**config.mk**
```make
export PLATFORM = sky130hd
export DESIGN_NAME = sat_counter
export DESIGN_NICKNAME = d
export VERILOG_FILES = /design/src/rtl/sat_counter.sv
export SDC_FILE = /design/constraint.sdc
export NUM_CORES = 1
export LEC_CHECK = 0
export BUFFER_PORTS_ARGS = -buffer_cell sky130_fd_sc_hd__buf_2
export CAP_MARGIN = 20
export CORE_MARGIN = 1
export CORE_UTILIZATION = 52
export CTS_CLUSTER_SIZE = 20
export DETAILED_ROUTE_END_ITERATION = 8
export GPL_TIMING_DRIVEN = 0
export PLACE_DENSITY = 0.73
export SLEW_MARGIN = 20
export SYNTH_ARGS = -nofsm -noshare
export SYNTH_HDL_FRONTEND = slang
export SYNTH_SLANG_ARGS = --single-unit
```
**constraint.sdc**
```tcl
create_clock -name clk -period 1.64 [get_ports clk]
set_input_delay 0.082 -clock clk [delete_from_list [all_inputs] [get_ports clk]]
set_output_delay 0.082 -clock clk [all_outputs]
set_load 0.1 [all_outputs]
```
**src/rtl/sat_counter.sv**
```systemverilog
// Saturating up-counter with synchronous clear; clear beats increment.
module sat_counter #(
    parameter int unsigned W = 16
) (
    input  logic         clk,
    input  logic         rst,
    input  logic         inc,
    input  logic         clr,
    output logic [W-1:0] q
);

    always_ff @(posedge clk) begin
        if (rst) begin
            q <= '0;
        end else if (clr) begin
            q <= '0;
        end else if (inc && (q != '1)) begin
            q <= q + W'(1);
        end
    end

endmodule

```
==> results by group, run 1 <==
Detailed routing
  • Residual DRC: 0
  • DRT Wirelength: 2.05 mm
  • Via Count: 863
  • First-pass detailed-route iteration total: 6
  • DR WL/cell: 14.5 microns
  • Antenna-violating nets left: 0
  • Avg Vias per Cell: 6.12
  • Detailed Route Iter0 Violations: 27

Yosys
  • Synthesized flop and latch total: 16
  • Syn. warnings: 0
  • Count of cell types in the netlist: 36
  • Syn avg cell area: 8.99 sq um
  • Syn Inst Count: 102
  • Register area share after synthesis: 34.9%
  • Synth Area in Compound Gates: 20.6%
  • Yosys top cell by area: dfxtp_1
  • Simple-gate share of the synthesized area: 31.5%
  • Mapped Area: 917 sq um
  • Adder and majority cell fraction of the synthesized area: 1.36%
  • Synthesized Nets: 107
  • Synth top area share: 34.9%
  • Post-synthesis mux area share: 6.55%
  • Number of synthesized flops with an enable pin: 0
  • XOR/XNOR share of the synthesized area: 0%
  • Primary FF master, synth: dfxtp_1
  • Synth async-reset ratio: 0%
  • Main combinational cell family by area after synthesis: simple AND/OR/NAND/NOR gates
  • Area contributors post-synth: dfxtp_1 35%, mux2i_1 6.5%, nand2_1 5.3%

Timing
  • Final worst clock skew: 0.00578 ns
  • Hold Slack: 0.105 ns
  • Headroom to the max-slew limit: 67.7%
  • FMAX: 686 MHz
  • Fin Setup TNS: 0 ns
  • Crit path time final: 1.46 ns
  • Unrepaired setup endpoints after global routing: no
  • Final hold vios: 0
  • Slew Limit Fails: 0
  • Crit share post-route: 88.8%
  • Final setup viols: 0
  • Worst-Margin Slew: 0.488 ns

Critical path
  • Crit path required time: 1.85 ns
  • R2R Path Start: q[0]$_SDFFE_PP0P_
  • CP delay by family, top: simple AND/OR/NAND/NOR gates
  • CP startpoint kind: flip-flop
  • Crit Path Category: flip-flop to flip-flop
  • Worst path bufs/invs: 1
  • Crit Path Max Fanout: 6
  • Crit path largest cell delay: 0.39 ns
  • Crit-path cells: ha_4 -> and4_4 -> and3_1 -> buf_4 -> a31oi_1 -> a311oi_1
  • Crit path DAT: 1.67 ns
  • Beginning of the critical path: q[0]$_SDFFE_PP0P_
  • Crit. End Element: flip-flop
  • Worst path slowest cell: dfxtp_4

GRT
  • Largest net degree at the start of global routing: 11
  • First-pass GRT wire length: 3.43 mm
  • Total gr overflow: 0
  • Gr usage total: 24.1%
  • Antenna violations before repair: 0
  • Number of global-route vias before repair: 760

Finish
  • Largest register FFs: 16
  • Multi-input gate area: 563 sq um
  • Register area: 353 sq um
  • Most common cell after layout, fill and taps aside: buf_2
  • Commonest cells after routing, fill and taps aside: 19 x buf_2, 13 x nand2_1, 11 x dfxtp_2
  • Filler cell count: 130
  • Biggest register: q
  • Top Registers: q x16
  • Area delta synth->final: 20.3%
  • Fraction of layout cells with a size suffix above 1: 43.2%
  • Number of nets in the layout: 131
  • Antenna Cells: 0

Floorplanning
  • Core Area: 0.00158 sq mm
  • DIE WIDTH: 44.0 microns
  • # IOs: 20
  • Die area: 0.00194 sq mm
  • Initial Util: 58.2%
  • Die height: 44.0 microns
  • Cell Rows: 14

Clocking
  • Clk_lat worst skew: 0.29 ns
  • Cts repair resizes: 0
  • Postcts setup bufs: 0
  • Root buffer cell: clkbuf_4
  • Max clock buf depth: 2
  • Clk sinks: 16
  • H-tree depth: 1
  • CTS tree: yes
  • Total CTS buffers: 3
  • Hold Buf Count CTS: 0
  • Clock slew at reported path FFs: 0.10 ns

Pwr
  • Lkg Pwr: 0.452 nW
  • VDD IR max: 0.000469 V
  • Power, Total: 0.651 mW
  • PwrDens: 590 mW/mm^2

Worst hold path
  • Min-Delay Path Class: input pin to flip-flop
  • Min-delay src: rst

Place
  • Placer Congestion: 0.778
  • Dpl hpwl: 1.50 mm
  • PortBufs: 19

Run status
  • Outcome: complete, no violations

Job
  • Max Cap Viol: 0
## cell usage after synthesis, types with 2 or more instances
library cell	count
nor2_1	2
a2111o_1	2
nand2_1	13
a31oi_1	4
a211oi_1	3
buf_6	2
o21ai_0	4
nand3_1	5
and2_1	2
mux2i_1	6
or3_2	3
nand4_1	3
and3_4	2
and3_1	3
nor3_1	2
dfxtp_1	16
o21ai_1	2
a21oi_1	6
and2_2	2
or3_1	4
## area by class of cell
type / instances / area share (%)
multi-input combinational: 80 / 51.0
sequential: 16 / 32.0
timing repair buffer: 19 / 8.62
buffer: 5 / 3.85
clock buffer: 3 / 2.04
tap: 16 / 1.81
clock inverter: 1 / 0.340
inverter: 1 / 0.340
## cells by family after synthesis
logic type / Yosys count
AND/OR/NAND/NOR: 46
AO/OA/AOI/OAI: 27
flip-flops: 16
buffers and inverters: 6
multiplexers: 6
adder cells (fa/ha/maj): 1
## where the power goes
part / internal, mW / switching, mW / total [mW] / leakage (nW)
registers: 0.383 / 0.00308 / 0.386 / 0.139
clock network: 0.0887 / 0.134 / 0.222 / 0.0154
logic: 0.0135 / 0.0298 / 0.0433 / 0.298
## path summary, 6_finish.rpt
kind	endpoint	slack [ns]	cells after the start
setup / recovery	q[12]$_SDFFE_PP0P_	0.18	6
hold / removal	q[11]$_SDFFE_PP0P_	0.11	3
setup reg to reg	q[12]$_SDFFE_PP0P_	0.18	6
hold reg to reg	q[2]$_SDFFE_PP0P_	0.48	1
## metal layers
metal  vias up  wire length, microns  GRT usage, %
li1        435                     -             -
met1       387                   961          33.8
met2        30                   915          35.8
met3        11                    88          3.75
met4         0                    83          12.1
met5         -                     0             0
## worst min-delay path: cells and delay by family
| family | cells | cell delay (ns) |
|---|---|---|
| mux | 1 | 0.05 |
| simple gates | 1 | 0.11 |
| buf+inv | 1 | 0.12 |
## metrics by stage
step / setup WS (ns) / instances / util, % / area, sq um
detailed placement: 0.193 / 137 / 68.3 / 1080
CTS: 0.169 / 141 / 70.0 / 1100
finish: 0.183 / 141 / 70.0 / 1100
floorplan: 0.00862 / 102 / - / 962
global route: 0.0669 / 141 / 70.0 / 1100
global placement: 0.224 / 137 / 68.3 / 1080
No activity file was read; power rests on OpenSTA's default activity.
==> inputs of run 2 (changes only) <==
Settings changed: CORE_ASPECT_RATIO set to 2, CORE_UTILIZATION 52 to 35, PLACE_DENSITY 0.73 to 0.51.
==> results by group, run 2 (synthesized netlist as in run 1, its figures left out) <==
Clocking
  • CTS tree: yes
  • Max clock buf depth: 2
  • Hold Buf Count CTS: 0
  • H-tree depth: 1
  • Clk sinks: 16
  • Cts repair resizes: 0
  • Total CTS buffers: 3
  • Postcts setup bufs: 0
  • Clock slew at reported path FFs: 0.06 ns
  • Clk_lat worst skew: 0.26 ns
  • Root buffer cell: clkbuf_8

Timing
  • Final worst clock skew: 0.00322 ns
  • Final setup viols: 0
  • Worst-Margin Slew: 0.485 ns
  • Headroom to the max-slew limit: 67.9%
  • Crit share post-route: 90.6%
  • Final hold vios: 0
  • Unrepaired setup endpoints after global routing: no
  • FMAX: 673 MHz
  • Fin Setup TNS: 0 ns
  • Final WS setup: 0.155 ns
  • Crit path time final: 1.49 ns
  • Slew Limit Fails: 0

Floorplanning
  • Die height: 74.4 microns
  • # IOs: 20
  • DIE WIDTH: 38.2 microns
  • Cell Rows: 25
  • Die area: 0.00284 sq mm
  • Core Area: 0.00241 sq mm
  • Initial Util: 38.1%

Place
  • Area after DPL: 0.00109 sq mm
  • Placer Congestion: 0.746
  • Dpl hpwl: 1.72 mm
  • Place WS: 0.149 ns
  • PortBufs: 19

Finish
  • Commonest cells after routing, fill and taps aside: 19 x buf_2, 13 x nand2_1, 11 x dfxtp_2
  • Design Area, Final: 0.00114 sq mm
  • Area delta synth->final: 23.9%
  • Most common cell after layout, fill and taps aside: buf_2
  • Biggest register: q
  • Antenna Cells: 0
  • Top Registers: q x16
  • Fin util: 47.2%
  • Fraction of layout cells with a size suffix above 1: 43.2%
  • Largest register FFs: 16
  • Number of nets in the layout: 131

Pwr
  • Clk pwr share: 42.6%
  • VDD IR max: 0.000520 V
  • Lkg Pwr: 0.460 nW
  • PwrDens: 658 mW/mm^2
  • Int Power: 0.569 mW
  • Power, Total: 0.748 mW
  • Reg power frac: 51.6%
  • Switching pwr: 0.179 mW
  • Combinational share of power: 5.8%
  • Switch share: 23.9%

Critical path
  • Crit path DAT: 1.67 ns
  • Crit path required time: 1.82 ns
  • Crit Path Category: flip-flop to flip-flop
  • CP startpoint kind: flip-flop
  • Crit. End Element: flip-flop
  • Crit Path Max Fanout: 6

Detailed routing
  • Avg Vias per Cell: 5.68
  • DR WL/cell: 14.7 microns
  • DRT Wirelength: 2.24 mm
  • First-pass detailed-route iteration total: 3
  • Via Count: 864
  • Antenna-violating nets left: 0
  • Detailed Route Iter0 Violations: 12
  • Residual DRC: 0

GRT
  • Largest net degree at the start of global routing: 11
  • Antenna violations before repair: 0
  • Number of global-route vias before repair: 753
  • First-pass GRT wire length: 3.61 mm
  • Total gr overflow: 0
  • Gr usage total: 18.4%

Job
  • Max Cap Viol: 0

Run status
  • Outcome: complete, no violations

Worst hold path
  • Min-Delay Path Class: input pin to flip-flop
[run 2: per-stage QoR]
| step | cells | hold slack [ns] |
|---|---|---|
| 5_1_grt | 152 | 0.181 |
| 3_5_place_dp | 148 | 0.426 |
| 2_1_floorplan | 102 | 0.251 |
| 6_report | 152 | 0.154 |
| 4_1_cts | 152 | 0.152 |
| 3_3_place_gp | 148 | 0.421 |
[run 2: final timing paths]
kind / startpoint / end / slack [ns] / cells past startpoint
worst max-delay path: q[0]$_SDFFE_PP0P_ / q[14]$_SDFFE_PP0P_ / 0.15 / 6
worst min-delay path: rst / q[15]$_SDFFE_PP0P_ / 0.15 / 3
worst max register to register: q[0]$_SDFFE_PP0P_ / q[14]$_SDFFE_PP0P_ / 0.15 / 6
worst min register to register: q[2]$_SDFFE_PP0P_ / q[2]$_SDFFE_PP0P_ / 0.48 / 1
[run 2: worst max-delay path: stages (launching register included)]
cell and delay (ns):
dfxtp_4 0.37, ha_4 0.17, and4_4 0.19, and3_1 0.18
buf_4 0.15, a41o_1 0.22, a21oi_1 0.13
[run 2: area by class of cell]
class,count,area (sq um)
Timing Repair Buffer,19,95.1
Multi-Input combinational cell,80,563
Tap cell,27,33.8
Buffer,5,42.5
Fill cell,225,1270
Sequential cell,16,353
Inverter,1,3.75
Clock buffer,4,45.0
[run 2: routing by layer]
metal,up-vias,routed length (microns),track usage (%)
met4,0,63,11.9
met5,-,0,0
met2,14,1250,32.4
met3,5,51,1.79
li1,438,-,-
met1,407,865,19.7
[run 2: power groups by stage]
stage          sequential, mW  clock (mW)  combinational, mW
3_5_place_dp            0.395           0             0.0441
2_1_floorplan           0.407           0             0.0177
4_1_cts                 0.386       0.324             0.0442
5_1_grt                 0.386       0.343             0.0474
3_3_place_gp            0.395           0             0.0439
6_report                0.386       0.318             0.0436
==> inputs of run 3 (changes only) <==
Settings changed: CORE_ASPECT_RATIO 2 to unset, CORE_UTILIZATION 35 to 40, PLACE_DENSITY 0.51 to 0.58, RECOVER_POWER set to 100.
==> results by group, run 3 (synthesized netlist as in run 1, its figures left out) <==
Run status
  • Outcome: complete, no violations

GRT
  • Largest net degree at the start of global routing: 11
  • First-pass GRT wire length: 3.28 mm
  • Number of global-route vias before repair: 720
  • Gr usage total: 17.7%
  • Antenna violations before repair: 0
  • Total gr overflow: 0

Timing
  • Final setup viols: 0
  • Worst-Margin Slew: 0.541 ns
  • Crit path time final: 1.48 ns
  • Hold Slack: 0.117 ns
  • Fin Setup TNS: 0 ns
  • Unrepaired setup endpoints after global routing: no
  • Headroom to the max-slew limit: 64.1%
  • Final worst clock skew: 0.00690 ns
  • Crit share post-route: 90.3%
  • FMAX: 675 MHz
  • Slew Limit Fails: 0
  • Final hold vios: 0

Critical path
  • Crit Path Category: flip-flop to flip-flop
  • Crit Path Max Fanout: 6
  • Crit. End Element: flip-flop
  • CP startpoint kind: flip-flop
  • Crit path required time: 1.84 ns
  • Crit path DAT: 1.68 ns

Detailed routing
  • Via Count: 858
  • DRT Wirelength: 2.02 mm
  • First-pass detailed-route iteration total: 4
  • DR WL/cell: 13.3 microns
  • Avg Vias per Cell: 5.64
  • Antenna-violating nets left: 0
  • Residual DRC: 0
  • Detailed Route Iter0 Violations: 13

Floorplanning
  • Die area: 0.00249 sq mm
  • Cell Rows: 16
  • Initial Util: 44.5%
  • # IOs: 20
  • DIE WIDTH: 49.9 microns
  • Core Area: 0.00206 sq mm
  • Die height: 49.9 microns

Finish
  • Number of nets in the layout: 131
  • Fin util: 54.5%
  • Biggest register: q
  • Largest register FFs: 16
  • Filler cell count: 216
  • Fraction of layout cells with a size suffix above 1: 43.2%
  • Register area: 349 sq um
  • Antenna Cells: 0
  • Commonest cells after routing, fill and taps aside: 16 x clkbuf_2, 13 x nand2_1, 11 x dfxtp_2
  • Top Registers: q x16
  • Most common cell after layout, fill and taps aside: clkbuf_2
  • Area delta synth->final: 22.5%
  • Multi-input gate area: 563 sq um

Place
  • PortBufs: 19
  • Placer Congestion: 0.770
  • Dpl hpwl: 1.55 mm

Clocking
  • Root buffer cell: clkbuf_4
  • H-tree depth: 1
  • Clock slew at reported path FFs: 0.10 ns
  • Cts repair resizes: 0
  • Postcts setup bufs: 0
  • CTS tree: yes
  • Max clock buf depth: 2
  • Hold Buf Count CTS: 0
  • Total CTS buffers: 3
  • Clk_lat worst skew: 0.29 ns
  • Clk sinks: 16

Pwr
  • VDD IR max: 0.000311 V
  • Lkg Pwr: 0.442 nW
  • PwrDens: 618 mW/mm^2
  • Power, Total: 0.694 mW

Job
  • Max Cap Viol: 0

Worst hold path
  • Min-Delay Path Class: input pin to flip-flop
run 3: cell count changes in the layout (fill, tap and decap cells not counted):
cell,before,now
clkbuf_4,0,3
buf_2,19,3
clkbuf_1,1,0
clkbuf_8,3,1
clkbuf_2,0,16
dfxtp_1,0,1
dfxtp_4,5,4
run 3: path summary, 6_finish.rpt:
| check | slack, ns | cells after the start | startpoint | end |
|---|---|---|---|---|
| worst max register to register | 0.16 | 6 | q[0]$_SDFFE_PP0P_ | q[12]$_SDFFE_PP0P_ |
| worst min register to register | 0.48 | 1 | q[2]$_SDFFE_PP0P_ | q[2]$_SDFFE_PP0P_ |
| worst min-delay path | 0.12 | 3 | rst | q[15]$_SDFFE_PP0P_ |
| worst max-delay path | 0.16 | 6 | q[0]$_SDFFE_PP0P_ | q[12]$_SDFFE_PP0P_ |
run 3: worst max-delay path, stage by stage (launching register included):
cell	delay (ns)
dfxtp_2	0.40
ha_4	0.15
and4_4	0.24
and3_1	0.16
buf_4	0.14
a31oi_1	0.08
a311oi_1	0.23
run 3: area by class of cell:
cell class / count / area share (%)
Multi-Input combinational cell: 80 / 50.1
Sequential cell: 16 / 31.1
Timing Repair Buffer: 19 / 8.46
Buffer: 5 / 3.79
Clock buffer: 4 / 3.23
Tap cell: 27 / 3.01
Inverter: 1 / 0.334
run 3: per-stage QoR:
step,cell area [sq um],setup slack [ns],std cells
floorplan,962,0.00862,102
global placement,1090,0.212,148
detailed placement,1090,0.194,148
CTS,1130,0.170,152
global route,1120,0.0329,152
finish,1120,0.159,152
run 3: per-layer routing:
layer | share of wire (%) | GRT usage [%] | wire [microns] | vias up
li1 | - | - | - | 438
met1 | 52 | 23.5 | 1060 | 400
met2 | 44 | 28.2 | 882 | 18
met3 | 3.2 | 3.70 | 65 | 2
met4 | 0.59 | 5.71 | 12 | 0
met5 | 0 | 0 | 0 | -
run 3: power breakdown:
part | internal, mW | total [mW] | switching, mW
Combinational | 0.0132 | 0.0435 | 0.0303
Clock | 0.135 | 0.264 | 0.129
Sequential | 0.384 | 0.387 | 0.00291
